### src/rtl/text_terminal_ctrl_if.sv
// Byte-stream input plus TextRAM write port and cursor/scroll outputs of the text terminal.
// Signal suffixes are from the controller's point of view.
interface text_terminal_ctrl_if #(
  parameter int COLUMNS = 80,
  parameter int ROWS    = 30
);
  localparam int AW = $clog2(COLUMNS * ROWS);
  localparam int CW = $clog2(COLUMNS);
  localparam int RW = $clog2(ROWS);

  logic [7:0]    data_i;
  logic          valid_i;
  logic          ready_o;
  logic          wr_o;
  logic [AW-1:0] addr_o;
  logic [15:0]   wr_data_o;
  logic [CW-1:0] cursor_col_o;
  logic [RW-1:0] cursor_row_o;
  logic [RW-1:0] scroll_row_o;

  modport master (
    output data_i, valid_i,
    input  ready_o, wr_o, addr_o, wr_data_o, cursor_col_o, cursor_row_o, scroll_row_o
  );

  modport slave (
    input  data_i, valid_i,
    output ready_o, wr_o, addr_o, wr_data_o, cursor_col_o, cursor_row_o, scroll_row_o
  );
endinterface

### src/rtl/text_terminal_ctrl.sv
// Turns a received byte stream into TextRAM cell writes, tracking cursor, colour
// attribute, line wrap and hardware scroll of a VGA text screen.
module text_terminal_ctrl #(
  parameter int         COLUMNS      = 80,
  parameter int         ROWS         = 30,
  parameter int         SCROLL       = 1,
  parameter logic [6:0] DEFAULT_ATTR = 7'b111_0_000
) (
  input logic               clk,
  input logic               rst,
  text_terminal_ctrl_if.slave bus
);
  localparam int CELLS = COLUMNS * ROWS;
  localparam int AW    = $clog2(CELLS);
  localparam int CW    = $clog2(COLUMNS);
  localparam int RW    = $clog2(ROWS);

  localparam logic [AW-1:0] LAST_CELL     = AW'(CELLS - 1);
  localparam logic [AW-1:0] LAST_LINE_CNT = AW'(COLUMNS - 1);
  localparam logic [AW-1:0] COLS_AW       = AW'(COLUMNS);
  localparam logic [CW-1:0] LAST_COL      = CW'(COLUMNS - 1);
  localparam logic [RW-1:0] LAST_ROW      = RW'(ROWS - 1);

  typedef enum logic [1:0] {
    CLEAR_ALL,
    IDLE,
    WRITE,
    CLEAR_LINE
  } state_t;

  state_t        state_q, state_d;
  logic [CW-1:0] col_q, col_d;
  logic [RW-1:0] row_q, row_d;
  logic [RW-1:0] scroll_q, scroll_d;
  logic [6:0]    attr_q, attr_d;
  logic [AW-1:0] cnt_q, cnt_d;
  logic          clr_line_q, clr_line_d;
  logic          wr_q, wr_d;
  logic          ready_q, ready_d;
  logic [AW-1:0] addr_q, addr_d;
  logic [15:0]   wr_data_q, wr_data_d;

  logic          newline;
  logic [RW-1:0] bottom_row;
  logic          at_bottom;

  function automatic logic [RW-1:0] row_inc(input logic [RW-1:0] r);
    return (r == LAST_ROW) ? '0 : r + RW'(1);
  endfunction

  function automatic logic [AW-1:0] cell_addr(input logic [RW-1:0] r, input logic [CW-1:0] c);
    return AW'(r) * COLS_AW + AW'(c);
  endfunction

  // The logical bottom line sits just above the physical row shown at the top.
  assign bottom_row = (scroll_q == '0) ? LAST_ROW : scroll_q - RW'(1);
  assign at_bottom  = (row_q == bottom_row);

  always_comb begin
    state_d    = state_q;
    col_d      = col_q;
    row_d      = row_q;
    scroll_d   = scroll_q;
    attr_d     = attr_q;
    cnt_d      = cnt_q;
    clr_line_d = clr_line_q;
    wr_d       = 1'b0;
    addr_d     = addr_q;
    wr_data_d  = wr_data_q;
    newline    = 1'b0;

    case (state_q)
      CLEAR_ALL: begin
        wr_d      = 1'b1;
        addr_d    = cnt_q;
        wr_data_d = {1'b0, attr_q, 8'h20};
        if (cnt_q == LAST_CELL) begin
          cnt_d   = '0;
          state_d = IDLE;
        end else begin
          cnt_d = cnt_q + AW'(1);
        end
      end

      IDLE: begin
        if (bus.valid_i && ready_q) begin
          if (bus.data_i[7]) begin
            attr_d = bus.data_i[6:0];
          end else begin
            case (bus.data_i)
              8'h08: begin
                if (col_q != '0) begin
                  col_d     = col_q - CW'(1);
                  wr_d      = 1'b1;
                  addr_d    = cell_addr(row_q, col_q - CW'(1));
                  wr_data_d = {1'b0, attr_q, 8'h20};
                  state_d   = WRITE;
                end
              end
              8'h0D: col_d = '0;
              8'h0A: newline = 1'b1;
              8'h0C: begin
                col_d    = '0;
                row_d    = '0;
                scroll_d = '0;
                cnt_d    = '0;
                state_d  = CLEAR_ALL;
              end
              default: begin
                wr_d      = 1'b1;
                addr_d    = cell_addr(row_q, col_q);
                wr_data_d = {1'b0, attr_q, bus.data_i};
                state_d   = WRITE;
                if (col_q == LAST_COL) begin
                  newline = 1'b1;
                end else begin
                  col_d = col_q + CW'(1);
                end
              end
            endcase
          end
        end
      end

      WRITE: begin
        state_d    = clr_line_q ? CLEAR_LINE : IDLE;
        clr_line_d = 1'b0;
        cnt_d      = '0;
      end

      CLEAR_LINE: begin
        wr_d      = 1'b1;
        addr_d    = cell_addr(row_q, '0) + cnt_q;
        wr_data_d = {1'b0, attr_q, 8'h20};
        if (cnt_q == LAST_LINE_CNT) begin
          cnt_d   = '0;
          state_d = IDLE;
        end else begin
          cnt_d = cnt_q + AW'(1);
        end
      end

      default: state_d = CLEAR_ALL;
    endcase

    // A wrapping character still gets its own write first, so the line clear is deferred past WRITE.
    if (newline) begin
      col_d = '0;
      if (!at_bottom) begin
        row_d = row_inc(row_q);
      end else begin
        if (SCROLL != 0) begin
          scroll_d = row_inc(scroll_q);
          row_d    = scroll_q;
        end else begin
          row_d = '0;
        end
        cnt_d = '0;
        if (state_d == WRITE) begin
          clr_line_d = 1'b1;
        end else begin
          state_d = CLEAR_LINE;
        end
      end
    end

    ready_d = (state_d == IDLE);
  end

  always_ff @(posedge clk or posedge rst) begin
    if (rst) begin
      state_q    <= CLEAR_ALL;
      col_q      <= '0;
      row_q      <= '0;
      scroll_q   <= '0;
      attr_q     <= DEFAULT_ATTR;
      cnt_q      <= '0;
      clr_line_q <= 1'b0;
      wr_q       <= 1'b0;
      ready_q    <= 1'b0;
      addr_q     <= '0;
      wr_data_q  <= '0;
    end else begin
      state_q    <= state_d;
      col_q      <= col_d;
      row_q      <= row_d;
      scroll_q   <= scroll_d;
      attr_q     <= attr_d;
      cnt_q      <= cnt_d;
      clr_line_q <= clr_line_d;
      wr_q       <= wr_d;
      ready_q    <= ready_d;
      addr_q     <= addr_d;
      wr_data_q  <= wr_data_d;
    end
  end

  assign bus.ready_o      = ready_q;
  assign bus.wr_o         = wr_q;
  assign bus.addr_o       = addr_q;
  assign bus.wr_data_o    = wr_data_q;
  assign bus.cursor_col_o = col_q;
  assign bus.cursor_row_o = row_q;
  assign bus.scroll_row_o = scroll_q;
endmodule
### src/flat_wrapper.sv
// flat-port wrapper written by rule: the top's interface ports become plain ports
module text_terminal_ctrl_flat 
#(
  parameter int         COLUMNS      = 80,
  parameter int         ROWS         = 30,
  parameter int         SCROLL       = 1,
  parameter logic [6:0] DEFAULT_ATTR = 7'b111_0_000
)
  (clk, rst, bus_data_i, bus_valid_i, bus_ready_o, bus_wr_o, bus_addr_o, bus_wr_data_o, bus_cursor_col_o, bus_cursor_row_o, bus_scroll_row_o);
  text_terminal_ctrl_if #(.COLUMNS(COLUMNS), .ROWS(ROWS)) bus_i ();
  input logic clk;
  input logic rst;
  input wire logic [$bits(bus_i.data_i)-1:0] bus_data_i;
  input wire logic [$bits(bus_i.valid_i)-1:0] bus_valid_i;
  output wire logic [$bits(bus_i.ready_o)-1:0] bus_ready_o;
  output wire logic [$bits(bus_i.wr_o)-1:0] bus_wr_o;
  output wire logic [$bits(bus_i.addr_o)-1:0] bus_addr_o;
  output wire logic [$bits(bus_i.wr_data_o)-1:0] bus_wr_data_o;
  output wire logic [$bits(bus_i.cursor_col_o)-1:0] bus_cursor_col_o;
  output wire logic [$bits(bus_i.cursor_row_o)-1:0] bus_cursor_row_o;
  output wire logic [$bits(bus_i.scroll_row_o)-1:0] bus_scroll_row_o;
  assign bus_i.data_i = bus_data_i;
  assign bus_i.valid_i = bus_valid_i;
  assign bus_ready_o = bus_i.ready_o;
  assign bus_wr_o = bus_i.wr_o;
  assign bus_addr_o = bus_i.addr_o;
  assign bus_wr_data_o = bus_i.wr_data_o;
  assign bus_cursor_col_o = bus_i.cursor_col_o;
  assign bus_cursor_row_o = bus_i.cursor_row_o;
  assign bus_scroll_row_o = bus_i.scroll_row_o;
  text_terminal_ctrl #(.COLUMNS(COLUMNS), .ROWS(ROWS), .SCROLL(SCROLL), .DEFAULT_ATTR(DEFAULT_ATTR)) u_core (.clk(clk), .rst(rst), .bus(bus_i));
endmodule
### config.mk
export PLATFORM = sky130hd
export DESIGN_NAME = text_terminal_ctrl_flat
export DESIGN_NICKNAME = d
export VERILOG_FILES = /design/src/rtl/text_terminal_ctrl_if.sv /design/src/rtl/text_terminal_ctrl.sv /design/src/flat_wrapper.sv
export SDC_FILE = /design/constraint.sdc
export NUM_CORES = 1
export LEC_CHECK = 0
export BUFFER_PORTS_ARGS = -buffer_cell sky130_fd_sc_hd__buf_2
export CAP_MARGIN = 30
export CORE_UTILIZATION = 53
export CTS_CLUSTER_DIAMETER = 30
export DETAILED_ROUTE_END_ITERATION = 10
export PLACE_DENSITY_LB_ADDON = 0.08
export SYNTH_ARGS = -nofsm -noshare
export SYNTH_HDL_FRONTEND = slang
export SYNTH_SLANG_ARGS = --single-unit
### constraint.sdc
create_clock -name clk -period 3.1 [get_ports clk]
set_input_delay 0.62 -clock clk [delete_from_list [all_inputs] [get_ports clk]]
set_output_delay 0.62 -clock clk [all_outputs]
set_load 0.03 [all_outputs]
Word-level counts from Yosys, hierarchy flattened --
Cells that the tools add are included.
Storage, ports and cells: bits in registers 69, logic and storage cells 128
Cells by class: add/sub/neg operators 9, $mul 1, eq/ne operators 23, mux-type cells 65, reduce and logical (&&, ||, !) cells 19
Operators by type and width (number):
- $mux 12 | 10
- $mux 5 | 15
- $pmux 16 s2 | 2
- $mux 16 | 3
- $pmux 12 s4 | 1
- $mux 7 | 6
- $pmux 12 s3 | 1
- $eq 8x4->1 const B | 4
- $add 12x7->12 | 2
- $pmux 12 s2 | 1
- $pmux 7 s3 | 1
- $mux 2 | 9
- $add 12x1->12 const B | 1
- $add 12x12->12 | 1
- $eq 12x12->1 const B | 1
- $eq 12x7->1 const B | 1
- $mux 1 | 11
- $add 5x1->5 const B | 2
- $eq 5x5->1 const B | 2
- $reduce_and 5->1 | 2
- $mul 5x3->8 const B | 1
- $pmux 2 s4 | 1
- $reduce_bool 2->1 | 4
- $add 7x1->7 const B | 1
- 23 further kinds | 34

Depth between registers and ports, before layout --
Gate-level depths: netlist of the first run.
word-level depth 11, mapped depth 15

Least setup slack after synthesis of the first run --
No wires, ideal clock.
path type input to register, from in bus_data_i[1], to reg u_core.addr_q[10] (netlist: u_core.bus.addr_o[10]), arrival 3.451 ns, data required time 3.012 ns, setup slack -0.439 ns, cell stages on the path 14, buffers on the path 1, cell sequence buf_2 -> nor4b_1 -> nand3_1 -> clkinv_1 -> nand2_1 -> xor2_1 -> o21ai_0 -> ha_1 -> fa_1 -> a21o_1 -> a21o_1 -> a21oi_1 -> or4b_2 -> a41oi_1
Between the ends: longest elaborated chain between the ends 6
RTL lines:
- start: declaration | RTL line flat_wrapper.sv:13 | input wire logic [$bits(bus_i.data_i)-1:0] bus_data_i;
- $eq 8x4->1 | RTL line text_terminal_ctrl.sv:90 | case (bus.data_i)
- $reduce_or 3->1 (no source line)
- $pmux 12 s2 | RTL line text_terminal_ctrl.sv:90
- $mux 12 | RTL line text_terminal_ctrl.sv:87 | if (bus.data_i[7]) begin
- $mux 12 | RTL line text_terminal_ctrl.sv:86 | if (bus.valid_i && ready_q) begin
- $pmux 12 s3 | RTL line text_terminal_ctrl.sv:72 | case (state_q)
- end signal: assignment | RTL line text_terminal_ctrl.sv:193 | addr_q <= addr_d;
- end: declaration | RTL line text_terminal_ctrl.sv:40 | logic [AW-1:0] addr_q, addr_d;
Several ways; a longest one is shown, not always the timed one. The select of a mux whose other input is x is not followed. A chain may end at the register's enable or synchronous reset.

Worst setup path in the final report of the first run --
from reg u_core.col_q[1] (netlist: u_core.bus.cursor_col_o[1]), to reg u_core.addr_q[10] (netlist: u_core.bus.addr_o[10])
Between the ends: longest elaborated chain between the ends 7
RTL lines:
- start: declaration | RTL line text_terminal_ctrl.sv:32 | logic [CW-1:0] col_q, col_d;
- start signal: assignment | RTL line text_terminal_ctrl.sv:185 | col_q <= col_d;
- $sub 7x1->7 | RTL line text_terminal_ctrl.sv:95 | addr_d = cell_addr(row_q, col_q - CW'(1));
- $add 12x7->12 | RTL line text_terminal_ctrl.sv:52 | return AW'(r) * COLS_AW + AW'(c);
- $mux 12 | RTL line text_terminal_ctrl.sv:92 | if (col_q != '0) begin
- $pmux 12 s2 | RTL line text_terminal_ctrl.sv:90
- $mux 12 | RTL line text_terminal_ctrl.sv:87
- $mux 12 | RTL line text_terminal_ctrl.sv:86
- $pmux 12 s3 | RTL line text_terminal_ctrl.sv:72
Several ways; a longest one is shown, not always the timed one. The select of a mux whose other input is x is not followed.

==> results_dict.tcl, run 1 <==
set metrics [dict create \
    run_status "finished, final reports clean" \
    syn_inst 504 \
    worst_slack_ps 145 \
    skew_ps 15.5 \
    viasPerCell 5.98 \
    pin_count 58 \
    cp-end-kind "flip-flop" \
    cts_root_buf "clkbuf_8" \
    grt_pass1_vias 3942 \
    synth_ff_type "dfrtp_1" \
    synth-seq-cells 67 \
    async_reset_ff_frac 1.00 \
    antenna_cells 0 \
    vias 4159 \
    ctsHoldBuffers 0 \
    synth_area_sq_um 4550 \
    clock_path_buffers 2 \
    synth_edf_count 0 \
    setup-violations-final 0 \
    grt-ovfl-total 0 \
    drv_cap 0 \
    netlist-cell-type-count 65 \
    pre_cts_slack_ps -151 \
    grtUsageTotal 0.272 \
    ys.warnings.count 0 \
    powerDensity_nw_per_um2 889 \
    yosysTopAreaCellShare 0.352 \
    p_leak_nw 2.52 \
    gr-usage-met2 0.433 \
    cp-start-kind "flip-flop" \
    first_iter_violations 206 \
    cts.sinks 67 \
    clk_latency_ps 360 \
    drt-pass1-iter-count 7 \
    drc 0 \
    die_y_microns 94.7 \
    yosys.area.top_type "dfrtp_1" \
    antenna_found_initial 0 \
    path_max_fanout 7 \
    io_buffers 55 \
    post-route-period-util 0.953 \
    die_area_sq_um 8970 \
    clk_pin_slew_ps 90 \
    use_met1 0.357 \
    seq_area_frac_synth 0.369 \
    drt_wl_total_mm 11.5 \
    ant_nets 0 \
    tns_ps 0 \
    cts_made_buffers 9 \
    nets 626 \
    syn_to_final_growth_pct 19.5 \
    cts_tree "built" \
    tightestPinTransition_ps 681 \
    wire_per_inst_microns 16.5 \
    power_mw 4.84 \
    routabilityCongestion 0.920 \
    timing.fmax_mhz 338 \
    critical_path_required_ps 3390 \
    crit_type "flip-flop to flip-flop" \
    initial_core_util 0.552 \
    hpwlAfterDp_mm 8.30 \
    floorplan.rows 33 \
    relSlewSlack 0.541 \
    hold_violations 0 \
    die_width_microns 94.7 \
    grt_pass1_wl_mm 18.8 \
    hold_path_class "input pin to async pin" \
    grt_max_degree 45 \
    use_met3 0.0676 \
    fin_crit_ps 2950 \
    report.final.slew_viol_count 0 \
    r2r_setup_slack_ps 150 \
    syn_avg_cell_area_sq_um 9.04 \
    critPathArrivalTime_ps 3240 \
    layout-drive-gt1-share 0.274 \
    core-area_sq_um 8260 \
    grt-busiest-layer "met2" \
    synth_area_leaders "dfrtp_1, ha_1, nand2_1, mux2_2, o21ai_0" \
    irDropWorstVdd_v 0.000478 \
    htreeDepth 3 \
]
==> worst paths after layout <==
check / startpoint / end / cells past startpoint
worst min register to register: u_core.attr_q[5] / u_core.attr_q[5] / 2
max in group asynchronous: rst / u_core.attr_q[6] / 3
worst max-delay path: u_core.bus.cursor_col_o[1] / u_core.bus.addr_o[10] / 14
worst max register to register: u_core.bus.cursor_col_o[1] / u_core.bus.addr_o[10] / 14
min in group clk: u_core.attr_q[5] / u_core.attr_q[5] / 2
worst min-delay path: rst / u_core.bus.addr_o[8] / 2
==> synth_stat cells (5+ instances only) <==
master    number
buf_2          9
o221ai_1       6
dfrtp_1       64
o21ai_0       27
a21oi_2        5
a21o_1         7
mux2_2        13
and2_1         7
a311oi_1       9
nor2_1        34
nand2_1       44
a221o_1        5
a22oi_1        6
mux2i_1        7
a41oi_1        5
nor3_1         8
xnor2_1       13
and3_1         5
nor3b_1        7
nand2b_1       7
inv_1         31
ha_1          27
nand3_1       23
nand4_1       10
xor2_1         5
clkbuf_1      14
a211oi_1       7
a21oi_1       25
nor2b_1        7
==> layer usage <==
metal / share of wire / vias up
li1: - / 2004
met1: 0.46 / 2027
met2: 0.47 / 108
met3: 0.048 / 20
met4: 0.022 / 0
met5: 0 / -
==> sequential cells by signal, summed over array words and instances (netlist names), 2 cells and up <==
name and cells:
u_core.bus.wr_data_o 14, u_core.bus.addr_o 12, u_core.cnt_q 12, u_core.attr_q 7
u_core.bus.cursor_col_o 7, u_core.bus.cursor_row_o 5, u_core.bus.scroll_row_o 5, u_core.state_q 2
==> per-stage QoR <==
step	hold slack [ps]	std cells	instance area, sq um	utilization
after global routing	385	696	5440	0.659
after detailed placement	473	674	5170	0.626
after CTS	351	690	5370	0.650
after floorplan	444	505	4620	-
after global placement	469	674	5170	0.626
final	325	696	5440	0.659
==> cells in the final DEF, fill, tap and decap left out, drive strengths merged, types with 5 or more instances in the layout <==
cell	n
nor3	8
a311oi	9
a41oi	5
nor2	34
o221ai	6
buf	98
a21oi	30
nor3b	7
mux2i	7
nand2b	7
xor2	5
o21ai	28
a221o	5
mux2	13
and2	7
a21o	7
clkbuf	9
and3	5
a211oi	7
nand4	10
xnor2	13
nand2	44
nand3	23
nor2b	7
a22oi	6
inv	34
dfrtp	64
ha	27
==> worst max-delay path, cell delays in order, from the launching register on <==
cell and delay, ps:
dfrtp_2 460, inv_2 80, ha_1 170, nor3b_2 170, buf_4 150, nand2_1 90, nor2_2 170, xnor2_1 130
o21ai_1 80, ha_1 350, a21o_1 130, a21o_1 130, a21oi_1 90, or4b_4 490, a41oi_2 180
==> what timing repair did <==
action	in CTS	in global routing
gates resized for setup	0	9
endpoints found under the setup margin	0	5
hold endpoints to repair	0	0
setup buffers	0	6
==> layout make-up <==
class / count / area (sq um)
clock buffer: 9 / 124
clock inverter: 7 / 73.8
fill: 715 / 2820
inverter: 33 / 129
multi-input combinational: 377 / 2690
sequential: 67 / 1680
tap: 105 / 131
timing repair buffer: 98 / 611
==> cells by family after synthesis <==
family / after synthesis / share of synthesized area
buf+inv: 61 / 0.0593
simple gates: 171 / 0.193
mux: 20 / 0.0475
flops: 67 / 0.369
other cells: 1 / 0.000823
compound gates: 137 / 0.213
fa+ha+maj: 29 / 0.0830
xor+xnor: 18 / 0.0346
==> power breakdown <==
group / switching, mW / internal, mW
Sequential: 0.264 / 1.23
Clock: 0.387 / 0.376
Combinational: 1.58 / 1.01
Total: 2.23 / 2.61
Note: power is estimated with default switching activity, not from simulation.
==> inputs of run 2 (changes only) <==
--- a/config.mk
+++ b/config.mk
@@ -5,6 +5,7 @@
 export SDC_FILE = /design/constraint.sdc
 export NUM_CORES = 1
 export LEC_CHECK = 0
+export ABC_AREA = 1
 export BUFFER_PORTS_ARGS = -buffer_cell sky130_fd_sc_hd__buf_2
 export CAP_MARGIN = 30
 export CORE_UTILIZATION = 53
==> run 2 against run 1 <==
Cell count up 15%. Synthesized cell count up 26%. Final area down 4.4%. Count of clock-buffer cells in the layout unchanged. Global-route usage up 0.18 points. Flip-flop and latch count unchanged. Largest cell class unchanged.
==> results_dict.tcl, run 2 <==
set metrics [dict create \
    final_cell_mix "nand2_1, inv_1, dfrtp_1" \
    routabilityCongestion 0.919 \
    netlist-cell-type-count 42 \
    io_buffers 55 \
    fin_crit_ps 2790 \
    synth_ff_type "dfrtp_1" \
    cts_setup_buffers 0 \
    die_area_sq_um 9110 \
    nets 732 \
    synth.most_common_cell "nand2_1" \
    hold_path_class "input pin to async pin" \
    run_status "finished, final reports clean" \
    crit_family "adder cells" \
    drv_cap 0 \
    viasPerCell 5.40 \
    final_common_cell "nand2_1" \
    num-fill-cells 791 \
    synth_common_cells "nand2_1, inv_1, dfrtp_1" \
    grt-ovfl-total 0 \
    htreeDepth 3 \
    drt-pass1-iter-count 5 \
    slowest_delay_ps 560 \
    largest_register_ffs 14 \
    powerDensity_nw_per_um2 327 \
    hold_violations 0 \
    vias 4329 \
    synth_area_sq_um 4630 \
    synth-seq-cells 67 \
    clk_pin_slew_ps 90 \
    cts.sinks 67 \
    path_max_fanout 9 \
    skew_ps 14.5 \
    die_width_microns 95.4 \
    cts_tree "built" \
    antenna_cells 0 \
    die_y_microns 95.4 \
    async_reset_ff_frac 1.00 \
    critical_path_required_ps 3340 \
    irDropWorstVdd_v 0.000200 \
    syn_to_final_growth_pct 12.4 \
    core-area_sq_um 8340 \
    power_mw 1.70 \
    grt_pass1_wl_mm 19.1 \
    worst_slack_ps 308 \
    tns_ps 0 \
    critPathArrivalTime_ps 3030 \
    first_iter_violations 237 \
    yosys.area.top_type "dfrtp_1" \
    p_leak_nw 2.72 \
    rsz0062_at_grt "false" \
    antenna_found_initial 0 \
    pin_count 58 \
    syn_avg_cell_area_sq_um 7.27 \
    drc 0 \
    synth_area_leaders "dfrtp_1, nand2_1, ha_1, inv_1, nand3_1" \
    cts_made_buffers 9 \
    drt_wl_total_mm 11.6 \
    cts_root_buf "clkbuf_8" \
    initial_core_util 0.555 \
    post-route-period-util 0.901 \
    ant_nets 0 \
    crit_buf_inv 2 \
    report.final.slew_viol_count 0 \
    hpwlAfterDp_mm 8.73 \
    grtUsageTotal 0.273 \
    grt_max_degree 33 \
    crit_slowest_cell "dfrtp_1" \
    grt_pass1_vias 3970 \
    wire_per_inst_microns 14.4 \
    clk_latency_ps 370 \
    tightestPinTransition_ps 850 \
    relSlewSlack 0.431 \
    timing.fmax_mhz 358 \
    ctsHoldBuffers 0 \
    path_cells "ha_1, ha_1, inv_1, fa_1, inv_1, ha_1, a21o_1, nand3_1, nand4_1, nand2_1, nand2_1, o21ai_0, nand2_1" \
    pre_cts_slack_ps 2.47 \
    ys.warnings.count 0 \
    crit_type "flip-flop to flip-flop" \
    clock_path_buffers 2 \
    floorplan.rows 33 \
    cp-end-kind "flip-flop" \
    yosysTopAreaCellShare 0.346 \
    syn_inst 637 \
    seq_area_frac_synth 0.363 \
    synth_edf_count 0 \
    layout-drive-gt1-share 0.159 \
    cp-start-kind "flip-flop" \
    cts-resized-gates 0 \
    setup-violations-final 0 \
]
## run 2: worst paths after layout
check | start | endpoint | slack, ps | cells after the start
max | u_core.bus.cursor_row_o[2] | u_core.bus.addr_o[11] | 310 | 13
min | rst | u_core.cnt_q[0] | 260 | 2
max reg2reg | u_core.bus.cursor_row_o[2] | u_core.bus.addr_o[11] | 310 | 13
min reg2reg | u_core.bus.addr_o[0] | u_core.bus.addr_o[0] | 480 | 2
max in group asynchronous | rst | u_core.attr_q[6] | 2090 | 3
min in group clk | u_core.bus.addr_o[0] | u_core.bus.addr_o[0] | 480 | 2
## run 2: layout make-up
| cell class | instances | area, sq um | area share |
|---|---|---|---|
| flip-flops and latches | 67 | 1680 | 0.323 |
| clock buffers | 9 | 124 | 0.0238 |
| inverters | 90 | 340 | 0.0654 |
| repair buffers | 65 | 350 | 0.0674 |
| multi-input cells | 459 | 2490 | 0.479 |
| clock inverters | 7 | 82.6 | 0.0159 |
| well taps | 105 | 131 | 0.0253 |
## run 2: routing by layer
layer | track usage | vias up | share of wire
met5 | 0 | - | 0
met4 | 0.0896 | 0 | 0.022
met3 | 0.0431 | 18 | 0.048
met2 | 0.463 | 111 | 0.47
met1 | 0.356 | 2022 | 0.46
li1 | - | 2178 | -
## run 2: power breakdown
group	switching, mW	leakage, nW	internal (mW)
logic	0.0337	1.87	0.00961
clock network	0.400	0.0988	0.385
registers	0	0.745	0.873
## run 2: per-stage QoR
step | area, sq um | hold slack (ps) | util | cells
2_1_floorplan | 4630 | 449 | - | 638
5_1_grt | 5200 | 296 | 0.624 | 802
3_3_place_gp | 4990 | 456 | 0.599 | 786
6_report | 5200 | 258 | 0.624 | 802
4_1_cts | 5200 | 276 | 0.624 | 802
3_5_place_dp | 4990 | 461 | 0.599 | 786
## run 2: kinds of logic after synthesis
family / after synthesis / share of synthesized area
adder cells (fa/ha/maj): 29 / 0.0816
AND/OR/NAND/NOR: 308 / 0.300
flip-flops: 67 / 0.363
buffers and inverters: 112 / 0.0992
AO/OA/AOI/OAI: 100 / 0.118
other: 1 / 0.000810
XOR/XNOR: 20 / 0.0378
==> inputs of run 3 (changes only) <==
--- a/config.mk
+++ b/config.mk
@@ -8,7 +8,8 @@
 export ABC_AREA = 1
 export BUFFER_PORTS_ARGS = -buffer_cell sky130_fd_sc_hd__buf_2
 export CAP_MARGIN = 30
-export CORE_UTILIZATION = 53
+export CORE_UTILIZATION = 55
+export CTS_BUF_LIST = sky130_fd_sc_hd__clkbuf_2
 export CTS_CLUSTER_DIAMETER = 30
 export DETAILED_ROUTE_END_ITERATION = 10
 export PLACE_DENSITY_LB_ADDON = 0.08
==> constraint.sdc (replaced) <==
create_clock -name clk -period 3.3 [get_ports clk]
set_input_delay 0.66 -clock clk [delete_from_list [all_inputs] [get_ports clk]]
set_output_delay 0.66 -clock clk [all_outputs]
set_load 0.03 [all_outputs]
==> run 3 against run 2 <==
Flip-flop and latch count stayed put. Fmax up 1.0%. Combinational power shrank 7.4%. First-iteration DRC count is 10% lower. Count of clock-buffer cells in the layout grew 1.
==> results_dict.tcl, run 3 (synthesis gave the netlist of run 2 again) <==
set metrics [dict create \
    startpoint "u_core.bus.cursor_row_o[3]" \
    grt_max_degree 68 \
    hold_violations 0 \
    pre_cts_slack_ps 161 \
    cts_tree "built" \
    nets 727 \
    hold_path_class "input pin to async pin" \
    cts_made_buffers 9 \
    final_cell_mix "nand2_1, inv_1, dfrtp_1" \
    clock_path_buffers 2 \
    slowest_delay_ps 520 \
    drc 0 \
    path_max_fanout 8 \
    floorplan.rows 33 \
    hpwlAfterDp_mm 8.10 \
    cts_root_buf "clkbuf_2" \
    grt_pass1_vias 4057 \
    tightestPinTransition_ps 846 \
    worstRegToRegCells 14 \
    relSlewSlack 0.436 \
    critPathArrivalTime_ps 3140 \
    viasPerCell 5.35 \
    layout-drive-gt1-share 0.150 \
    rr_endpoint "u_core.bus.addr_o[10]" \
    irDropWorstVdd_v 0.000187 \
    ant_nets 0 \
    htreeDepth 3 \
    r2r_setup_slack_ps 540 \
    ctsHoldBuffers 0 \
    largest_register_ffs 14 \
    cts-resized-gates 0 \
    vias 4262 \
    skew_ps 32.9 \
    drv_cap 0 \
    clk_latency_ps 490 \
    core-area_sq_um 8180 \
    tns_ps 0 \
    io_buffers 55 \
    crit_type "flip-flop to flip-flop" \
    syn_to_final_growth_pct 9.92 \
    pin_count 58 \
    grt_pass1_wl_mm 18.4 \
    cp-start-kind "flip-flop" \
    run_status "finished, final reports clean" \
    rsz0062_at_grt "false" \
    initial_core_util 0.566 \
    die_y_microns 93.7 \
    die_width_microns 93.7 \
    critical_path.most_common_cell "ha_1" \
    p_leak_nw 2.67 \
    critical_path_required_ps 3670 \
    crit_slowest_cell "dfrtp_1" \
    grt-ovfl-total 0 \
    cts.sinks 67 \
    fin_crit_ps 2760 \
    r2r_start "u_core.bus.cursor_row_o[3]" \
    first_iter_violations 213 \
    powerDensity_nw_per_um2 278 \
    die_area_sq_um 8790 \
    worst_slack_ps 537 \
    drt_wl_total_mm 11.0 \
    cp-end-kind "flip-flop" \
    final_common_cell "nand2_1" \
    wire_per_inst_microns 13.8 \
    setup-violations-final 0 \
    timing.fmax_mhz 362 \
    path_cells "ha_1, ha_1, inv_1, fa_1, xnor2_1, ha_1, nand2_1, inv_1, nand4_1, nand3_1, xnor2_1, a21oi_1, o21ai_0, nand2_1" \
    num-fill-cells 765 \
    cts_setup_buffers 0 \
    antenna_found_initial 0 \
    post-route-period-util 0.837 \
    clk_pin_slew_ps 210 \
    antenna_cells 0 \
    routabilityCongestion 0.925 \
    drt-pass1-iter-count 6 \
    report.final.slew_viol_count 0 \
    grtUsageTotal 0.265 \
]
## run 3: cell types whose count changed in the layout (fill, tap and decap cells not counted), sizes merged
cell      delta
buf          -5
bufinv       +1
clkbuf       +1
clkinv       +3
clkinvlp     -1
inv          -4
## run 3: how the worst max path moves through the flow
stage,end,slack (ps)
after global routing,u_core.bus.addr_o[10],340
after detailed placement,u_core.bus.addr_o[11],160
after CTS,u_core.bus.addr_o[10],520
after floorplan,u_core.bus.addr_o[11],580
after global placement,u_core.bus.addr_o[11],240
final,u_core.bus.addr_o[10],540
## run 3: cell type report
type	count	area [sq um]	share of cell area
clock buffers	10	50.0	0.00984
clock inverters	6	80.1	0.0157
inverters	90	340	0.0669
multi-input cells	459	2490	0.490
flip-flops and latches	67	1680	0.330
well taps	105	131	0.0258
repair buffers	60	313	0.0615
## run 3: per-stage QoR
step	area, sq um	utilization	hold WS, ps	total power [mW]	cells
2_1_floorplan	4630	-	449	0.862	638
3_3_place_gp	4960	0.606	454	0.877	781
3_5_place_dp	4960	0.606	461	0.878	781
4_1_cts	5090	0.622	363	1.42	797
5_1_grt	5090	0.622	399	1.46	797
6_report	5090	0.622	388	1.41	797
## run 3: metal layers
metal | share of wire | global-route usage | vias to the layer above
li1 | - | - | 2162
met1 | 0.48 | 0.363 | 1967
met2 | 0.46 | 0.440 | 117
met3 | 0.046 | 0.0283 | 16
met4 | 0.015 | 0.0833 | 0
met5 | 0 | 0 | -
## run 3: critical path, delay by kind of cell (launching register included)
family	cells	cell delay, ps
AO/OA/AOI/OAI	2	180
XOR/XNOR	2	270
adder cells (fa/ha/maj)	4	1240
buffers and inverters	2	130
flip-flops	1	520
AND/OR/NAND/NOR	4	310
## run 3: power breakdown
group / leakage, nW / total [mW] / internal [mW] / switching (mW)
Sequential: 0.745 / 0.822 / 0.822 / 0
Clock: 0.0770 / 0.550 / 0.248 / 0.302
Combinational: 1.85 / 0.0401 / 0.00824 / 0.0318
